## src/rtl/wb_retire_monitor.sv

```systemverilog
// Retire-side observer for the writeback stage: cycle/instret counters, last
// register write, halt-then-drain end detection and a cycle watchdog.
module wb_retire_monitor #(
    parameter int         MAX_CYCLES   = 500,
    parameter int         DRAIN_CYCLES = 1,
    parameter logic [6:0] HALT_TYPE    = 7'd7,
    parameter int         CNT_W        = 32
) (
    input  logic             CLK,
    input  logic             RST_N,
    input  logic             CLR,
    input  logic             WB_V,
    input  logic [6:0]       WB_TYPE,
    input  logic [31:0]      WB_PC,
    input  logic             WB_WE,
    input  logic [4:0]       WB_RD,
    input  logic [31:0]      WB_WDATA,
    output logic [CNT_W-1:0] CYCLE_CNT,
    output logic [CNT_W-1:0] INSTRET_CNT,
    output logic [31:0]      LAST_PC,
    output logic [4:0]       LAST_RD,
    output logic [31:0]      LAST_WDATA,
    output logic             HALTED,
    output logic             TIMEOUT,
    output logic             DONE
);

    localparam int DCW = (DRAIN_CYCLES < 2) ? 1 : $clog2(DRAIN_CYCLES + 1);
    localparam logic [CNT_W-1:0] MAX_C = CNT_W'(MAX_CYCLES);

    typedef enum logic [1:0] {S_RUN, S_DRAIN, S_HALT, S_TOUT} state_e;

    state_e           state_q, state_d;
    logic [DCW-1:0]   drain_cnt_q, drain_cnt_d;
    logic [CNT_W-1:0] cycle_cnt_q, cycle_cnt_d;
    logic [CNT_W-1:0] instret_cnt_q, instret_cnt_d;
    logic [31:0]      last_pc_q, last_pc_d;
    logic [4:0]       last_rd_q, last_rd_d;
    logic [31:0]      last_wdata_q, last_wdata_d;
    logic             halted_q, halted_d;
    logic             timeout_q, timeout_d;
    logic             done_q, done_d;

    logic [CNT_W-1:0] cycle_inc;
    logic [CNT_W-1:0] instret_inc;
    logic             is_halt;

    always_comb begin
        cycle_inc   = (cycle_cnt_q == '1) ? cycle_cnt_q : cycle_cnt_q + CNT_W'(1);
        instret_inc = (instret_cnt_q == '1) ? instret_cnt_q : instret_cnt_q + CNT_W'(1);
        // WB_V gates WB_TYPE so an undriven type on a bubble never halts
        is_halt     = WB_V && (WB_TYPE == HALT_TYPE);
    end

    always_comb begin
        state_d       = state_q;
        drain_cnt_d   = drain_cnt_q;
        cycle_cnt_d   = cycle_cnt_q;
        instret_cnt_d = instret_cnt_q;
        last_pc_d     = last_pc_q;
        last_rd_d     = last_rd_q;
        last_wdata_d  = last_wdata_q;
        halted_d      = halted_q;
        timeout_d     = timeout_q;
        done_d        = done_q;

        if (CLR) begin
            state_d       = S_RUN;
            drain_cnt_d   = '0;
            cycle_cnt_d   = '0;
            instret_cnt_d = '0;
            last_pc_d     = '0;
            last_rd_d     = '0;
            last_wdata_d  = '0;
            halted_d      = 1'b0;
            timeout_d     = 1'b0;
            done_d        = 1'b0;
        end else begin
            case (state_q)
                S_RUN: begin
                    cycle_cnt_d = cycle_inc;
                    if (WB_V) begin
                        instret_cnt_d = instret_inc;
                        last_pc_d     = WB_PC;
                    end
                    if (WB_V && WB_WE && (WB_RD != 5'd0)) begin
                        last_rd_d    = WB_RD;
                        last_wdata_d = WB_WDATA;
                    end
                    // halt outranks a watchdog expiry on the same edge
                    if (is_halt) begin
                        if (DRAIN_CYCLES == 0) begin
                            state_d  = S_HALT;
                            halted_d = 1'b1;
                            done_d   = 1'b1;
                        end else begin
                            state_d     = S_DRAIN;
                            drain_cnt_d = DCW'(DRAIN_CYCLES);
                        end
                    end else if ((MAX_CYCLES != 0) && (cycle_inc == MAX_C)) begin
                        state_d   = S_TOUT;
                        timeout_d = 1'b1;
                        done_d    = 1'b1;
                    end
                end
                S_DRAIN: begin
                    cycle_cnt_d = cycle_inc;
                    if (drain_cnt_q == DCW'(1)) begin
                        state_d  = S_HALT;
                        halted_d = 1'b1;
                        done_d   = 1'b1;
                    end else begin
                        drain_cnt_d = drain_cnt_q - DCW'(1);
                    end
                end
                default: ;
            endcase
        end
    end

    always_ff @(posedge CLK or negedge RST_N) begin
        if (!RST_N) begin
            state_q       <= S_RUN;
            drain_cnt_q   <= '0;
            cycle_cnt_q   <= '0;
            instret_cnt_q <= '0;
            last_pc_q     <= '0;
            last_rd_q     <= '0;
            last_wdata_q  <= '0;
            halted_q      <= 1'b0;
            timeout_q     <= 1'b0;
            done_q        <= 1'b0;
        end else begin
            state_q       <= state_d;
            drain_cnt_q   <= drain_cnt_d;
            cycle_cnt_q   <= cycle_cnt_d;
            instret_cnt_q <= instret_cnt_d;
            last_pc_q     <= last_pc_d;
            last_rd_q     <= last_rd_d;
            last_wdata_q  <= last_wdata_d;
            halted_q      <= halted_d;
            timeout_q     <= timeout_d;
            done_q        <= done_d;
        end
    end

    assign CYCLE_CNT   = cycle_cnt_q;
    assign INSTRET_CNT = instret_cnt_q;
    assign LAST_PC     = last_pc_q;
    assign LAST_RD     = last_rd_q;
    assign LAST_WDATA  = last_wdata_q;
    assign HALTED      = halted_q;
    assign TIMEOUT     = timeout_q;
    assign DONE        = done_q;

endmodule
```

## config.mk

```make
export PLATFORM = sky130hd
export DESIGN_NAME = wb_retire_monitor
export DESIGN_NICKNAME = d
export VERILOG_FILES = /design/src/rtl/wb_retire_monitor.sv
export SDC_FILE = /design/constraint.sdc
export NUM_CORES = 1
export LEC_CHECK = 0
export ABC_AREA = 1
export BUFFER_PORTS_ARGS = -buffer_cell sky130_fd_sc_hd__buf_4
export CAP_MARGIN = 25
export CELL_PAD_IN_SITES_DETAIL_PLACEMENT = 0
export CELL_PAD_IN_SITES_GLOBAL_PLACEMENT = 2
export CORE_AREA = 4 4 159 161
export CTS_BUF_LIST = sky130_fd_sc_hd__clkbuf_2
export DETAILED_ROUTE_END_ITERATION = 6
export DIE_AREA = 0 0 163 165
export PLACE_DENSITY_LB_ADDON = 0.05
export SETUP_SLACK_MARGIN = 0.02
export SLEW_MARGIN = 20
export SYNTH_ARGS = -nofsm -noshare
export SYNTH_HDL_FRONTEND = slang
export SYNTH_SLANG_ARGS = --single-unit
```

## constraint.sdc

```tcl
create_clock -name CLK -period 3.62 [get_ports CLK]
set_clock_uncertainty 0.2 [all_clocks]
set_input_delay 0.181 -clock CLK [delete_from_list [all_inputs] [get_ports CLK]]
set_output_delay 0.181 -clock CLK [all_outputs]
set_load 0.005 [all_outputs]
```

==> impl_metrics.yaml, run 1 <==
yosys:
  synth-xor-area-share_pct: 1.97
  yosys-top-cells-area: "dfrtp_1, nand2_1, nand3_1"
  syn_inst: 1032
  synthAdderAreaFrac_pct: 0.330
  synth_top_area_share_pct: 45.9
  netlist_area_sq_um: 7570
  yosysTopAreaCell: "dfrtp_1"
  yosys_warnings: 0
  synth_top_family_by_area: "simple AND/OR/NAND/NOR gates"
  yosys.area_share.simple_pct: 34.8
  synthDistinctLibCells: 37
  avgSynthCellArea_sq_um: 7.34
  synth_compound_area_share_pct: 8.53
  ys_ff_latch: 139
  ys_seq_area_share_pct: 45.9
  synthesis.nets: 1115
  synthMuxAreaShare_pct: 0
clock_network:
  clk_pin_slew_ns: 0.27
  cts_buffers: 17
  htree_levels: 4
  ctsHoldBuffers: 248
  clk_latency_ns: 0.73
  ctsResizeCount: 0
  cts_tree: "done"
  cts_setup_buffers: 0
  cts.sinks: 139
  clk_path_buf_depth: 2
  clockRootBuffer: "clkbuf_2"
sta:
  setup_viol: 0
  fin_crit_ns: 3.19
  hold_slack_ns: 0.182
  finalHoldViolCount: 0
  rsz0062_at_grt: "no"
  fin_crit_sh_pct: 88.0
  report.final.slew_viol_count: 0
  fmax_ghz: 0.314
  relSlewSlack_pct: 36.7
  setup_slack_ns: 0.433
  finalSetupTns_ns: 0
  worst_slew_pin_slew_ns: 0.949
layout:
  multi_input_area_sq_um: 3460
  area_delta_synth_final_pct: 62.4
  drive_gt1_share_pct: 19.3
  regArea_sq_um: 3480
  fill_cells: 2344
  nNetsFinal: 1575
route:
  routed_via_density: 4.73
  drtAntennaViolNets: 0
  wl_met1_um: 13500
  first_pass_iters: 7
  highest-signal-layer: "met4"
  vias: 8654
  dr_wl_met2_um: 13800
  wl_um: 29700
  drc: 0
  route.met3.wl_um: 2140
  wl_per_cell_um: 16.3
  drt_iter0_markers: 526
setup_path:
  critPathCaptureType: "register"
  cp_data_required_time_ns: 4.11
  slowest_delay_ns: 0.58
  crit_type: "register to register"
  path_buf_inv: 5
  critical_path.top_delay_family: "buffers and inverters"
  crit_path_max_fanout: 34
  r2r_setup_slack_ns: 0.43
  worst_setup_path_start_kind: "register"
  cp_slowest_cell: "dlygate4sd3_1"
  crit_arrival_ns: 3.67
  crit_chain: "nor2_1 -> inv_1 -> nor2_1 -> inv_2 -> nor2_2 -> buf_4 -> nand2_1 -> dlygate4sd3_1 -> nand2_1 -> dlygate4sd3_1"
worst_hold_path:
  hold_path_class: "input port to register"
placement:
  routabilityCongestion: 0.873
  io_buffers: 216
  dp_slack_ns: 0.586
  hpwlAfterDp_um: 19500
die:
  start_util_pct: 31.6
  die_x_um: 163
  ioPinCount: 217
  fp.dieH_um: 165
  core_sq_um: 24000
  rows: 57
  fp.dieArea_sq_um: 26900
global_route:
  grt_overflow: 0
  grt_pass1_vias: 8974
  grt_pass1_wl_um: 48100
  antenna_found_initial: 1
  grt.total_usage_pct: 22.4
  grt_max_degree: 83
status:
  run_status: "finished clean"
power:
  finalPower_mw: 3.67
  power.density_nw_per_um2: 299
  p_leak_nw: 5.91
  vdd_ir_drop_max_uv: 165
run:
  cap_violations: 0
cell usage in the layout, fill, tap and decap left out, types with 4 or more instances in the layout:
cell,n
a21oi_1,14
buf_4,228
clkbuf_2,17
dfrtp_1,139
dlygate4sd3_1,247
inv_1,117
inv_2,6
inv_8,7
nand2_1,269
nand2_2,4
nand3_1,146
nand4_1,18
nor2_1,110
nor3_1,24
nor4_1,8
o21ai_0,65
o21ai_1,4
o22ai_1,11
o31ai_1,14
xnor2_1,6
xor2_1,11
kinds of logic after synthesis:
group / count (synthesis)
compound gates: 115
xor+xnor: 17
fa+ha+maj: 2
buf+inv: 163
flops: 139
simple gates: 596
tightest hold or removal path: stages:
cell           delay [ns]
dlygate4sd3_1        0.53
buf_4                0.31
a21oi_1              0.07
power by group:
| group | leakage [nW] | internal, mW | switching [mW] |
|---|---|---|---|
| clock | 0.139 | 0.225 | 0.732 |
| combinational | 3.85 | 0.505 | 0.466 |
| sequential | 1.92 | 1.66 | 0.0826 |
metal layers:
metal  up-vias  GRT usage [%]
met3        26           5.54
met1      4061           30.1
met2       280           36.5
met4         0           5.30
met5         -              0
li1       4287              -
state kept, by name (all words and copies together) (netlist names):
register,cells
CYCLE_CNT,32
INSTRET_CNT,32
LAST_PC,32
LAST_WDATA,32
LAST_RD,5
state_q,2
DONE,1
HALTED,1
TIMEOUT,1
drain_cnt_q,1
path summary, 6_finish.rpt:
check | from | end | depth (start not counted)
max | state_q[0]$_DFFE_PN0P_ | LAST_PC[12]$_DFFE_PN0P_ | 10
min | CLR | HALTED$_DFFE_PN0P_ | 3
max reg2reg | state_q[0]$_DFFE_PN0P_ | LAST_PC[12]$_DFFE_PN0P_ | 10
min reg2reg | drain_cnt_q$_DFFE_PN0P_ | HALTED$_DFFE_PN0P_ | 2
max in group asynchronous | RST_N | LAST_PC[18]$_DFFE_PN0P_ | 4
min in group asynchronous | RST_N | CYCLE_CNT[31]$_DFFE_PN0P_ | 4
cells in the mapped netlist (all sizes together):
cell type and instances:
o21bai 3, nand2 275, a31oi 1, buf 18
nor2 117, nor4 9, nand3b 1, o21ai 69
nand4 18, clkinv 2, a211oi 3, clkbuf 19
dfrtp 139, nand3 149, o22ai 11, xnor2 6
ha 2, inv 124, nor3 27, o31ai 14
a21oi 14, xor2 11
area by class of cell:
class,count,area share (%)
timing repair buffer,478,34.5
sequential,139,28.3
multi-input combinational,730,28.1
inverter,126,3.87
tap,324,3.30
clock inverter,15,1.21
clock buffer,17,0.692
antenna,1,0.0204
through the flow:
stage,util (%),cells,instance area [sq um]
after detailed placement,39.9,1549,9560
after global placement,39.9,1549,9560
after CTS,51.3,1829,12300
final,51.3,1830,12300
after floorplan,-,1032,7570
after global routing,51.3,1830,12300
Note: power is estimated with default switching activity, not from simulation.
==> inputs of run 2 (changes only) <==
- CORE_AREA: 4 4 159 161 -> 4 4 164 166
- DIE_AREA: 0 0 163 165 -> 0 0 168 170
- clock period: 3.62 -> 3.2 ns (I/O delays scaled with it)
==> impl_metrics.yaml, run 2 (synthesized netlist as in run 1, its figures left out) <==
route:
  drt_iter0_markers: 511
  drtAntennaViolNets: 0
  first_pass_iters: 5
  wl_um: 29400
  routed_via_density: 4.70
  wl_per_cell_um: 16.2
  drc: 0
  vias: 8537
placement:
  routabilityCongestion: 0.837
  io_buffers: 216
  hpwlAfterDp_um: 20000
  placed_cells: 1567
die:
  start_util_pct: 29.6
  die_x_um: 168
  core_sq_um: 25600
  fp.dieH_um: 170
  fp.dieArea_sq_um: 28600
  ioPinCount: 217
  rows: 59
worst_hold_path:
  worst_hold_path.endpoint: "drain_cnt_q$_DFFE_PN0P_"
  hold_path_class: "input port to register"
  min_path_cells: 3
  hold_start: "CLR"
layout:
  area_delta_synth_final_pct: 59.8
  finalNonFillerCells: 1816
  final_common_cell: "nand2_1"
  layout_common_cells: "nand2_1, buf_4, dlygate4sd3_1"
  fill_cells: 2542
  drive_gt1_share_pct: 20.4
  nNetsFinal: 1550
power:
  vdd_ir_drop_max_uv: 214
  pwr-share-seq_pct: 46.5
  finalPower_mw: 4.24
  power.density_nw_per_um2: 350
  clkPwrFrac_pct: 29.4
  p_sw_mw: 1.39
  p_int_mw: 2.85
  p_sw_share_pct: 32.8
  p_leak_nw: 5.74
  combPwrFrac_pct: 24.1
setup_path:
  crit_path_max_fanout: 26
  reg2reg_from: "state_q[0]$_DFFE_PN0P_"
  critPathCaptureType: "register"
  r2r_setup_slack_ns: 0.28
  worst_setup_path_start_kind: "register"
  timing.rr.end: "LAST_WDATA[5]$_DFFE_PN0P_"
  r2r_cells: 8
  cp_data_required_time_ns: 3.63
  crit_type: "register to register"
  crit_arrival_ns: 3.34
sta:
  fmax_ghz: 0.343
  finalSetupTns_ns: 0
  fin_crit_sh_pct: 91.1
  finalHoldViolCount: 0
  fin_crit_ns: 2.92
  setup_viol: 0
  hold_slack_ns: 0.139
  rsz0062_at_grt: "no"
  relSlewSlack_pct: 49.3
  report.final.slew_viol_count: 0
  worst_slew_pin_slew_ns: 0.760
global_route:
  grt_pass1_wl_um: 47800
  met1_usage_pct: 27.7
  top_usage_layer: "met2"
  grt.total_usage_pct: 20.7
  grt_max_degree: 103
  grt_overflow: 0
  grt_use_met2_pct: 33.5
  use_met3_pct: 6.06
  grt_pass1_vias: 8785
  antenna_found_initial: 1
clock_network:
  htree_levels: 4
  clk_pin_slew_ns: 0.25
  clk_path_buf_depth: 2
  clockRootBuffer: "clkbuf_2"
  cts_tree: "done"
  cts.sinks: 139
  clk_latency_ns: 0.75
  cts_buffers: 17
run:
  cap_violations: 0
status:
  run_status: "finished clean"
-- run 2: cell count changes in the layout (fill, tap and decap cells not counted), moves of 2 or more --
cell	previous run	this run
buf_4	228	234
bufinv_16	0	3
dfrtp_1	139	137
dfrtp_2	0	2
dlygate4sd3_1	247	215
inv_6	3	6
inv_8	7	1
nor2_1	110	108
nor2_2	3	5
-- run 2: layout make-up --
cell class                 count  area [sq um]  area share, %
timing repair buffer         453          3990           33.0
sequential                   139          3480           28.8
antenna                        2          5.00         0.0414
multi-input combinational    730          3460           28.6
clock inverter                14           185           1.53
inverter                     126           475           3.93
tap                          335           419           3.46
clock buffer                  17          85.1          0.703
-- run 2: power by group through the flow --
stage	logic [mW]	clock network [mW]	registers, mW
6_report	1.02	1.25	1.97
5_1_grt	1.14	1.36	1.99
4_1_cts	1.03	1.30	1.97
3_5_place_dp	0.796	0	2.00
3_3_place_gp	0.805	0	1.99
2_1_floorplan	0.345	0	1.99
-- run 2: metal layers --
layer / vias up / wire [um]
met2: 265 / 13500
met4: 0 / 363
li1: 4240 / -
met1: 4005 / 13400
met3: 27 / 2160
met5: - / 0
-- run 2: per-stage QoR --
step | instance area, sq um | setup WS (ns) | utilization [%]
floorplan | 7570 | 0.907 | -
global placement | 9640 | 0.347 | 37.6
detailed placement | 9640 | 0.280 | 37.6
CTS | 12100 | 0.256 | 47.2
global route | 12100 | 0.0781 | 47.2
finish | 12100 | 0.284 | 47.2
-- run 2: critical path, cell delays in order (launching register included) --
cell and delay (ns):
dfrtp_1 0.45, nor2_1 0.26, inv_1 0.09, nor2_1 0.22
nand3_1 0.44, buf_4 0.41, nand3_1 0.10, o21ai_0 0.09
dlygate4sd3_1 0.57
-- run 2: how the worst max path moves through the flow --
stage,startpoint,end,slack [ns],cells after the start
after floorplan,CYCLE_CNT[0]$_DFFE_PN0P_,state_q[0]$_DFFE_PN0P_,0.91,16
after global placement,CYCLE_CNT[0]$_DFFE_PN0P_,DONE$_DFFE_PN0P_,0.35,14
after detailed placement,CYCLE_CNT[0]$_DFFE_PN0P_,DONE$_DFFE_PN0P_,0.28,16
after CTS,CYCLE_CNT[0]$_DFFE_PN0P_,DONE$_DFFE_PN0P_,0.26,16
after global routing,CYCLE_CNT[0]$_DFFE_PN0P_,DONE$_DFFE_PN0P_,0.08,16
final,state_q[0]$_DFFE_PN0P_,LAST_WDATA[5]$_DFFE_PN0P_,0.28,8
-- run 2: repair_timing --
action                                  in CTS  in global routing
resized for setup                            0                  4
hold endpoints to repair                   237                  0
endpoints found under the setup margin       0                  3
hold buffers                               216                  0
buffers inserted                             0                  0
